## src/rtl/fifo_frame_packer.sv

```systemverilog
// Pops FIFO words, groups FRAME_LEN of them into a valid/ready frame with sof/eof markers.
// Optional appended modular checksum word when FRAME_PACKER_CSUM_EN is defined.
module fifo_frame_packer #(
  parameter int DATA_W    = 8,
  parameter int FRAME_LEN = 4,
  parameter int CNT_W     = 16
) (
  input  logic              clk,
  input  logic              reset,
  input  logic              fifo_empty,
  output logic              fifo_rd_en,
  input  logic [DATA_W-1:0] fifo_rd_data,
  output logic              out_valid,
  input  logic              out_ready,
  output logic [DATA_W-1:0] out_data,
  output logic              out_sof,
  output logic              out_eof,
  output logic [CNT_W-1:0]  frame_cnt
);

  localparam int IDX_W = $clog2(FRAME_LEN);
  localparam logic [IDX_W-1:0] LAST_IDX = IDX_W'(FRAME_LEN - 1);

  localparam logic [1:0] S_IDLE  = 2'd0;
  localparam logic [1:0] S_FETCH = 2'd1;
  localparam logic [1:0] S_SEND  = 2'd2;
`ifdef FRAME_PACKER_CSUM_EN
  localparam logic [1:0] S_CSUM  = 2'd3;
  logic [DATA_W-1:0] r_sum;
`endif

  logic [1:0]        r_state;
  logic [IDX_W-1:0]  r_idx;
  logic              r_valid;
  logic [DATA_W-1:0] r_data;
  logic              r_sof;
  logic              r_eof;
  logic [CNT_W-1:0]  r_cnt;

  logic w_hs;
  logic w_last;
  logic w_rd_en;

  assign w_hs   = r_valid && out_ready;
  assign w_last = (r_idx == LAST_IDX);

  // Pop is combinational so the FIFO data lands exactly in FETCH; in SEND it only
  // fires on the handshake that frees the output register.
  assign w_rd_en = !reset && !fifo_empty &&
                   ((r_state == S_IDLE) || ((r_state == S_SEND) && w_hs && !w_last));

  always_ff @(posedge clk) begin
    if (reset) begin
      r_state <= S_IDLE;
      r_idx   <= '0;
      r_valid <= 1'b0;
      r_data  <= '0;
      r_sof   <= 1'b0;
      r_eof   <= 1'b0;
      r_cnt   <= '0;
`ifdef FRAME_PACKER_CSUM_EN
      r_sum   <= '0;
`endif
    end else begin
      case (r_state)
        S_IDLE: begin
          if (!fifo_empty) r_state <= S_FETCH;
        end
        S_FETCH: begin
          r_data  <= fifo_rd_data;
          r_valid <= 1'b1;
          r_sof   <= (r_idx == '0);
`ifndef FRAME_PACKER_CSUM_EN
          r_eof   <= w_last;
`endif
          r_state <= S_SEND;
        end
        S_SEND: begin
          if (w_hs) begin
            r_valid <= 1'b0;
            r_sof   <= 1'b0;
            r_eof   <= 1'b0;
            if (w_last) begin
`ifdef FRAME_PACKER_CSUM_EN
              // Checksum word follows directly; the sum includes the word just accepted.
              r_sum   <= r_sum + r_data;
              r_data  <= r_sum + r_data;
              r_valid <= 1'b1;
              r_eof   <= 1'b1;
              r_state <= S_CSUM;
`else
              r_cnt   <= r_cnt + 1'b1;
              r_idx   <= '0;
              r_state <= S_IDLE;
`endif
            end else begin
`ifdef FRAME_PACKER_CSUM_EN
              r_sum   <= r_sum + r_data;
`endif
              r_idx   <= r_idx + 1'b1;
              r_state <= fifo_empty ? S_IDLE : S_FETCH;
            end
          end
        end
`ifdef FRAME_PACKER_CSUM_EN
        S_CSUM: begin
          if (w_hs) begin
            r_valid <= 1'b0;
            r_eof   <= 1'b0;
            r_cnt   <= r_cnt + 1'b1;
            r_idx   <= '0;
            r_sum   <= '0;
            r_state <= S_IDLE;
          end
        end
`endif
        default: r_state <= S_IDLE;
      endcase
    end
  end

  assign fifo_rd_en = w_rd_en;
  assign out_valid  = r_valid;
  assign out_data   = r_data;
  assign out_sof    = r_sof;
  assign out_eof    = r_eof;
  assign frame_cnt  = r_cnt;

endmodule
```

## config.mk

```make
export PLATFORM = sky130hd
export DESIGN_NAME = fifo_frame_packer
export DESIGN_NICKNAME = d
export VERILOG_FILES = /design/src/rtl/fifo_frame_packer.sv
export SDC_FILE = /design/constraint.sdc
export NUM_CORES = 1
export LEC_CHECK = 0
export ABC_AREA = 1
export BUFFER_PORTS_ARGS = -buffer_cell sky130_fd_sc_hd__buf_2
export CAP_MARGIN = 20
export CORE_UTILIZATION = 38
export CTS_CLUSTER_DIAMETER = 80
export DETAILED_ROUTE_END_ITERATION = 16
export GPL_TIMING_DRIVEN = 0
export PLACE_DENSITY = 0.59
export RECOVER_POWER = 50
export SYNTH_ARGS = -nofsm -noshare
export SYNTH_HDL_FRONTEND = slang
export SYNTH_SLANG_ARGS = --single-unit
```

## constraint.sdc

```tcl
create_clock -name clk -period 3.7 [get_ports clk]
set_input_delay 0.37 -clock clk [delete_from_list [all_inputs] [get_ports clk]]
set_output_delay 0.37 -clock clk [all_outputs]
set_load 0.05 [all_outputs]
```

==> results of run 1 <==
worst max-delay path, cell delays in order, from the launching register on:
cell     delay, ns
dfxtp_1       0.38
nand2_1       0.11
nor2_1        0.20
inv_1         0.14
o22ai_1       0.15
nor3b_1       0.19
buf_2         0.29
routing by layer:
layer	routed length, um	vias up	GRT usage (%)	share of wire, %
li1	-	735	-	-
met1	1500	588	21.9	50
met2	1300	32	25.4	43
met3	169	5	6.07	5.6
met4	43	0	5.00	1.4
met5	0	-	0	0
cell type report:
cell class	instances	area share, %
timing repair buffer	38	9.35
clock buffer	6	4.64
buffer	4	1.05
sequential	31	34.9
multi-input combinational	148	40.5
inverter	20	4.22
clock inverter	2	1.97
tap	48	3.37
worst max-delay path by stage:
stage            endpoint  slack [ns]  cells past startpoint
2_1_floorplan  fifo_rd_en        0.95                      5
6_report       fifo_rd_en        1.59                      6
5_1_grt        fifo_rd_en        1.36                      6
4_1_cts        fifo_rd_en        1.64                      6
3_3_place_gp   fifo_rd_en        1.90                      7
3_5_place_dp   fifo_rd_en        1.88                      7
cells by family (layout without fill, tap and decap cells):
group,after synthesis,count (layout)
AND/OR/NAND/NOR,114,114
flip-flops,31,31
AO/OA/AOI/OAI,30,30
buffers and inverters,24,70
adder cells (fa/ha/maj),3,3
XOR/XNOR,1,1
state kept, by name (all words and copies together), names as in the netlist:
name,count
frame_cnt,16
out_data,8
r_idx,2
r_state,2
out_eof,1
out_sof,1
out_valid,1
where the power goes:
part           leakage [nW]  internal, mW  switching [mW]  total [mW]
Sequential            0.252         0.344         0.00602       0.350
Clock                0.0612         0.218           0.126       0.344
Combinational         0.475        0.0189          0.0577      0.0766
cell usage after synthesis (all sizes together):
master,n,area [um2]
nor2,54,260
nand2,41,181
dfxtp,31,621
inv,19,71.3
a21oi,14,70.1
o21ai,14,70.1
nand3,12,65.1
buf,4,20.0
ha,3,37.5
nand3b,2,15.0
nand4,2,12.5
nor3b,2,15.0
and3,1,6.26
clkinv,1,3.75
o21bai,1,7.51
o22ai,1,6.26
xor2,1,8.76
stage by stage:
stage | std cells | worst slack, ns | hold WS, ns
2_1_floorplan | 203 | 0.953 | 0.446
3_3_place_gp | 289 | 1.90 | 0.448
3_5_place_dp | 289 | 1.88 | 0.457
4_1_cts | 297 | 1.64 | 0.252
5_1_grt | 297 | 1.36 | 0.260
6_report | 297 | 1.59 | 0.260
==> flow_summary_export.csv, run 1 <==
group,metric,value,unit
outcome,status,"finished, final reports clean",
run,drv_cap,0,
sta,tns,0,ns
clock_network,cts_setup_buffers,0,
synthesis,syn_avg_cell_area,7.25,um2
drt,postRouteAntennaNets,0,
setup_path,crit_fanout,5,
die,die_width,64.2,um
drt,vias_per_cell,4.58,
synthesis,seq_area_frac_synth,42.2,%
clock_network,clkSinkCount,31,
final_layout,layout_common_cells,"nor2_1, nand2_1, dfxtp_1, buf_2, clkbuf_1",
hold_path,min_from,"fifo_empty",
sta,slew_violations,0,
clock_network,cts_buffers,5,
setup_path,cp.arrival,1.74,ns
synthesis,synth-compound-area-share,10.5,%
global_routing,first_global_vias,1246,
synthesis,muxShareOfSynthArea,0,%
sta,rsz0062_at_grt,"false",
drt,drc,0,
sta,min_period,2.11,ns
synthesis,syn_nets,218,
die,design.die.area,4120,um2
hold_path,hold_path_class,"input port to register",
clock_network,tritoncts,"done",
sta,worst_slew_pin_slew,0.706,ns
setup_path,r2r_slack,1.86,ns
clock_network,cts_buffer_depth,2,
power_and_ir_drop,peakVddDrop,208,uV
final_layout,final_common_cell,"nor2_1",
place,place_hpwl,2.24,mm
hold_path,holdPathStages,2,
hold_path,min_to,"r_state[0]",
place,dpl_cell_area,1720,um2
place,io_buffers,38,
die,rows,22,
drt,vias,1360,
setup_path,rr_worst_depth,7,
clock_network,cts.reportedPaths.clkPinSlew,0.07,ns
synthesis,synth_simple_gate_area_share,37.8,%
sta,fmax,0.474,GHz
power_and_ir_drop,power,0.770,mW
final_layout,multi_input_area,722,um2
clock_network,root_buffer,"clkbuf_8",
synthesis,syn_inst,203,
setup_path,startpoint,"out_valid",
sta,skew,0.00375,ns
sta,fin_crit_sh,57.0,%
setup_path,critPathRequiredTime,3.33,ns
clock_network,h-tree-depth,2,
clock_network,cts_resized,0,
drt,wl_per_cell,10.1,um
sta,final-setup-viol-count,0,
sta,relSlewSlack,52.8,%
drt,drtIter0Drc,78,
setup_path,path_class,"register to primary output",
setup_path,r2r-start,"r_idx[0]",
synthesis,netlist_area,1470,um2
drt,drtPass1Iterations,4,
global_routing,grt_max_degree,11,
final_layout,utilization,48.3,%
power_and_ir_drop,p_leak,0.788,nW
place,place_congestion,0.798,
final_layout,fin_area,1780,um2
synthesis,ys_seq_elements,31,
final_layout,ff_latch_area,621,um2
sta,hold_viol,0,
die,start_util,39.9,%
final_layout,drive_gt1_share,15.7,%
global_routing,grt_antenna_before_repair,0,
global_routing,grtUsageTotal,16.7,%
setup_path,rr_endpoint,"frame_cnt[8]",
clock_network,postCtsHoldBufs,0,
final_layout,diodes,0,
die,io_pins,40,
global_routing,grt_pass1_wl,5.38,mm
global_routing,grt-ovfl-total,0,
die,coreArea,3690,um2
synthesis,yosysUniqueCellTypes,25,
synthesis,synth_fa_ha_area_share,2.55,%
final_layout,synthToLayoutAreaGrowth,21.0,%
final_layout,final_nets,263,
die,fp.dieH,64.2,um
synthesis,synth_xor_area_share,0.595,%
setup_path,end_kind,"primary output",
setup_path,worstSetupStartpointType,"register",
power_and_ir_drop,powerDensity,433,nW/um2
clock_network,insertion_delay,0.28,ns
drt,wl,3.01,mm
synthesis,synth_top_family_by_area,"simple AND/OR/NAND/NOR gates",
synthesis,yosys_warnings,0,
final_layout,fill_cells,407,
Note: power is estimated with default switching activity, not from simulation.
==> inputs of run 2 (changes only) <==
Clock period 3.7 ns to 2.2 ns, I/O delays scaled along.
==> flow_summary_export.csv, run 2 (synthesis results as in run 1) <==
group,metric,value,unit
hold_path,min_from,"fifo_empty",
global_routing,grtUsageTotal,17.5,%
setup_path,critPathRequiredTime,1.98,ns
drt,drtIter0Drc,67,
clock_network,clkSinkCount,31,
drt,wl_met3,175,um
clock_network,cts_resized,0,
clock_network,insertion_delay,0.28,ns
place,place_congestion,0.767,
setup_path,crit_chain,"nand2_1, nor2_4, inv_1, o22ai_1, nor3b_2, buf_2",
die,fp.dieH,64.2,um
setup_path,r2r-start,"r_idx[0]",
power_and_ir_drop,powerDensity,657,nW/um2
place,io_buffers,38,
sta,rsz0062_at_grt,"false",
setup_path,crit_family,"simple AND/OR/NAND/NOR gates",
die,coreArea,3690,um2
final_layout,fill_cells,432,
final_layout,utilization,48.3,%
sta,relSlewSlack,59.5,%
sta,setup_slack,0.314,ns
drt,top_layer,"met4",
setup_path,cp.arrival,1.67,ns
setup_path,cp.buffers_inverters,2,
drt,postRouteAntennaNets,0,
hold_path,holdPathStages,2,
global_routing,grt_pass1_wl,5.57,mm
setup_path,worstSetupStartpointType,"register",
hold_path,min_to,"r_state[0]",
final_layout,final_common_cell,"nor2_1",
clock_network,cts.reportedPaths.clkPinSlew,0.06,ns
die,start_util,39.9,%
hold_path,hold_path_class,"input port to register",
sta,fmax,0.530,GHz
die,design.die.area,4120,um2
sta,final-setup-viol-count,0,
drt,vias,1373,
clock_network,tritoncts,"done",
power_and_ir_drop,p_leak,0.786,nW
place,dpl_cell_area,1730,um2
clock_network,postCtsHoldBufs,0,
run,drv_cap,0,
drt,drc,0,
setup_path,slowest_delay,0.39,ns
drt,route.met2.wl,1.29,mm
power_and_ir_drop,peakVddDrop,417,uV
final_layout,synthToLayoutAreaGrowth,21.1,%
setup_path,rr_worst_depth,7,
clock_network,cts_setup_buffers,0,
place,preCtsSetupSlack,0.657,ns
sta,fin_crit_sh,85.7,%
die,io_pins,40,
die,rows,22,
setup_path,r2r_slack,0.74,ns
final_layout,layout_common_cells,"nor2_1, nand2_1, dfxtp_1, clkbuf_1",
drt,wl,3.02,mm
clock_network,root_buffer,"clkbuf_8",
die,die_width,64.2,um
sta,slew_violations,0,
setup_path,path_class,"register to primary output",
setup_path,crit_fanout,5,
global_routing,grt-ovfl-total,0,
sta,hold_viol,0,
drt,wl_per_cell,10.2,um
outcome,status,"finished, final reports clean",
drt,vias_per_cell,4.64,
setup_path,slowest_stage,"dfxtp_1",
global_routing,first_global_vias,1294,
clock_network,cts_buffer_depth,2,
setup_path,end_kind,"primary output",
final_layout,largest_reg_flops,16,
drt,drtPass1Iterations,4,
sta,min_period,1.89,ns
sta,tns,0,ns
sta,worst_slew_pin_slew,0.611,ns
final_layout,drive_gt1_share,15.3,%
final_layout,diodes,0,
global_routing,grt_antenna_before_repair,0,
final_layout,fin_area,1780,um2
sta,skew,0.00298,ns
global_routing,grt_max_degree,11,
place,place_hpwl,2.27,mm
drt,wl_met1,1.54,mm
final_layout,final_nets,263,
clock_network,h-tree-depth,2,
setup_path,rr_endpoint,"frame_cnt[8]",
clock_network,cts_buffers,5,
run 2: cell types whose count changed in the layout (fill, tap and decap cells not counted), moves of 2 or more:
| cell | before | now |
|---|---|---|
| buf_2 | 22 | 18 |
| clkbuf_1 | 20 | 24 |
| nor2_4 | 1 | 3 |
| nor2_1 | 51 | 48 |
run 2: routing by layer:
layer,up-vias,track usage [%]
met5,-,0
met4,0,6.67
met3,2,7.14
met2,36,26.1
met1,603,22.5
li1,732,-
run 2: cell type report:
class	instances	area, um2	area share (%)
well taps	48	60.1	3.37
clock inverters	1	5.00	0.281
clock buffers	6	82.6	4.63
repair buffers	38	161	9.06
inverters	20	75.1	4.21
plain buffers	4	18.8	1.05
flip-flops and latches	31	621	34.8
multi-input cells	148	758	42.6
run 2: power breakdown:
part           leakage, nW  internal (mW)  switching [mW]  total, mW
sequential           0.252          0.579         0.00987      0.589
clock               0.0470          0.245           0.203      0.448
combinational        0.488         0.0321           0.101      0.133
run 2: worst max-delay path by stage:
stage | startpoint | to | slack [ns] | cells past startpoint
floorplan | out_valid | fifo_rd_en | 0.11 | 5
finish | out_valid | fifo_rd_en | 0.31 | 6
detailed placement | out_valid | fifo_rd_en | 0.66 | 6
CTS | out_valid | fifo_rd_en | 0.34 | 6
global route | out_valid | fifo_rd_en | 0.18 | 6
global placement | out_valid | fifo_rd_en | 0.66 | 6
run 2: worst register-to-register path, stage by stage (launching register included):
cell and delay, ns:
dfxtp_1 0.35, ha_1 0.25, nand3_2 0.15, nor2_8 0.19, nand2_4 0.10, nor2_8 0.13, nand2_1 0.06, and3_1 0.13
run 2: stage by stage:
stage	instances	power (mW)	hold WS, ns
final	296	1.17	0.121
after detailed placement	289	0.740	0.416
after global routing	296	1.23	0.123
after CTS	296	1.19	0.115
after global placement	289	0.740	0.412
after floorplan	203	0.704	0.296
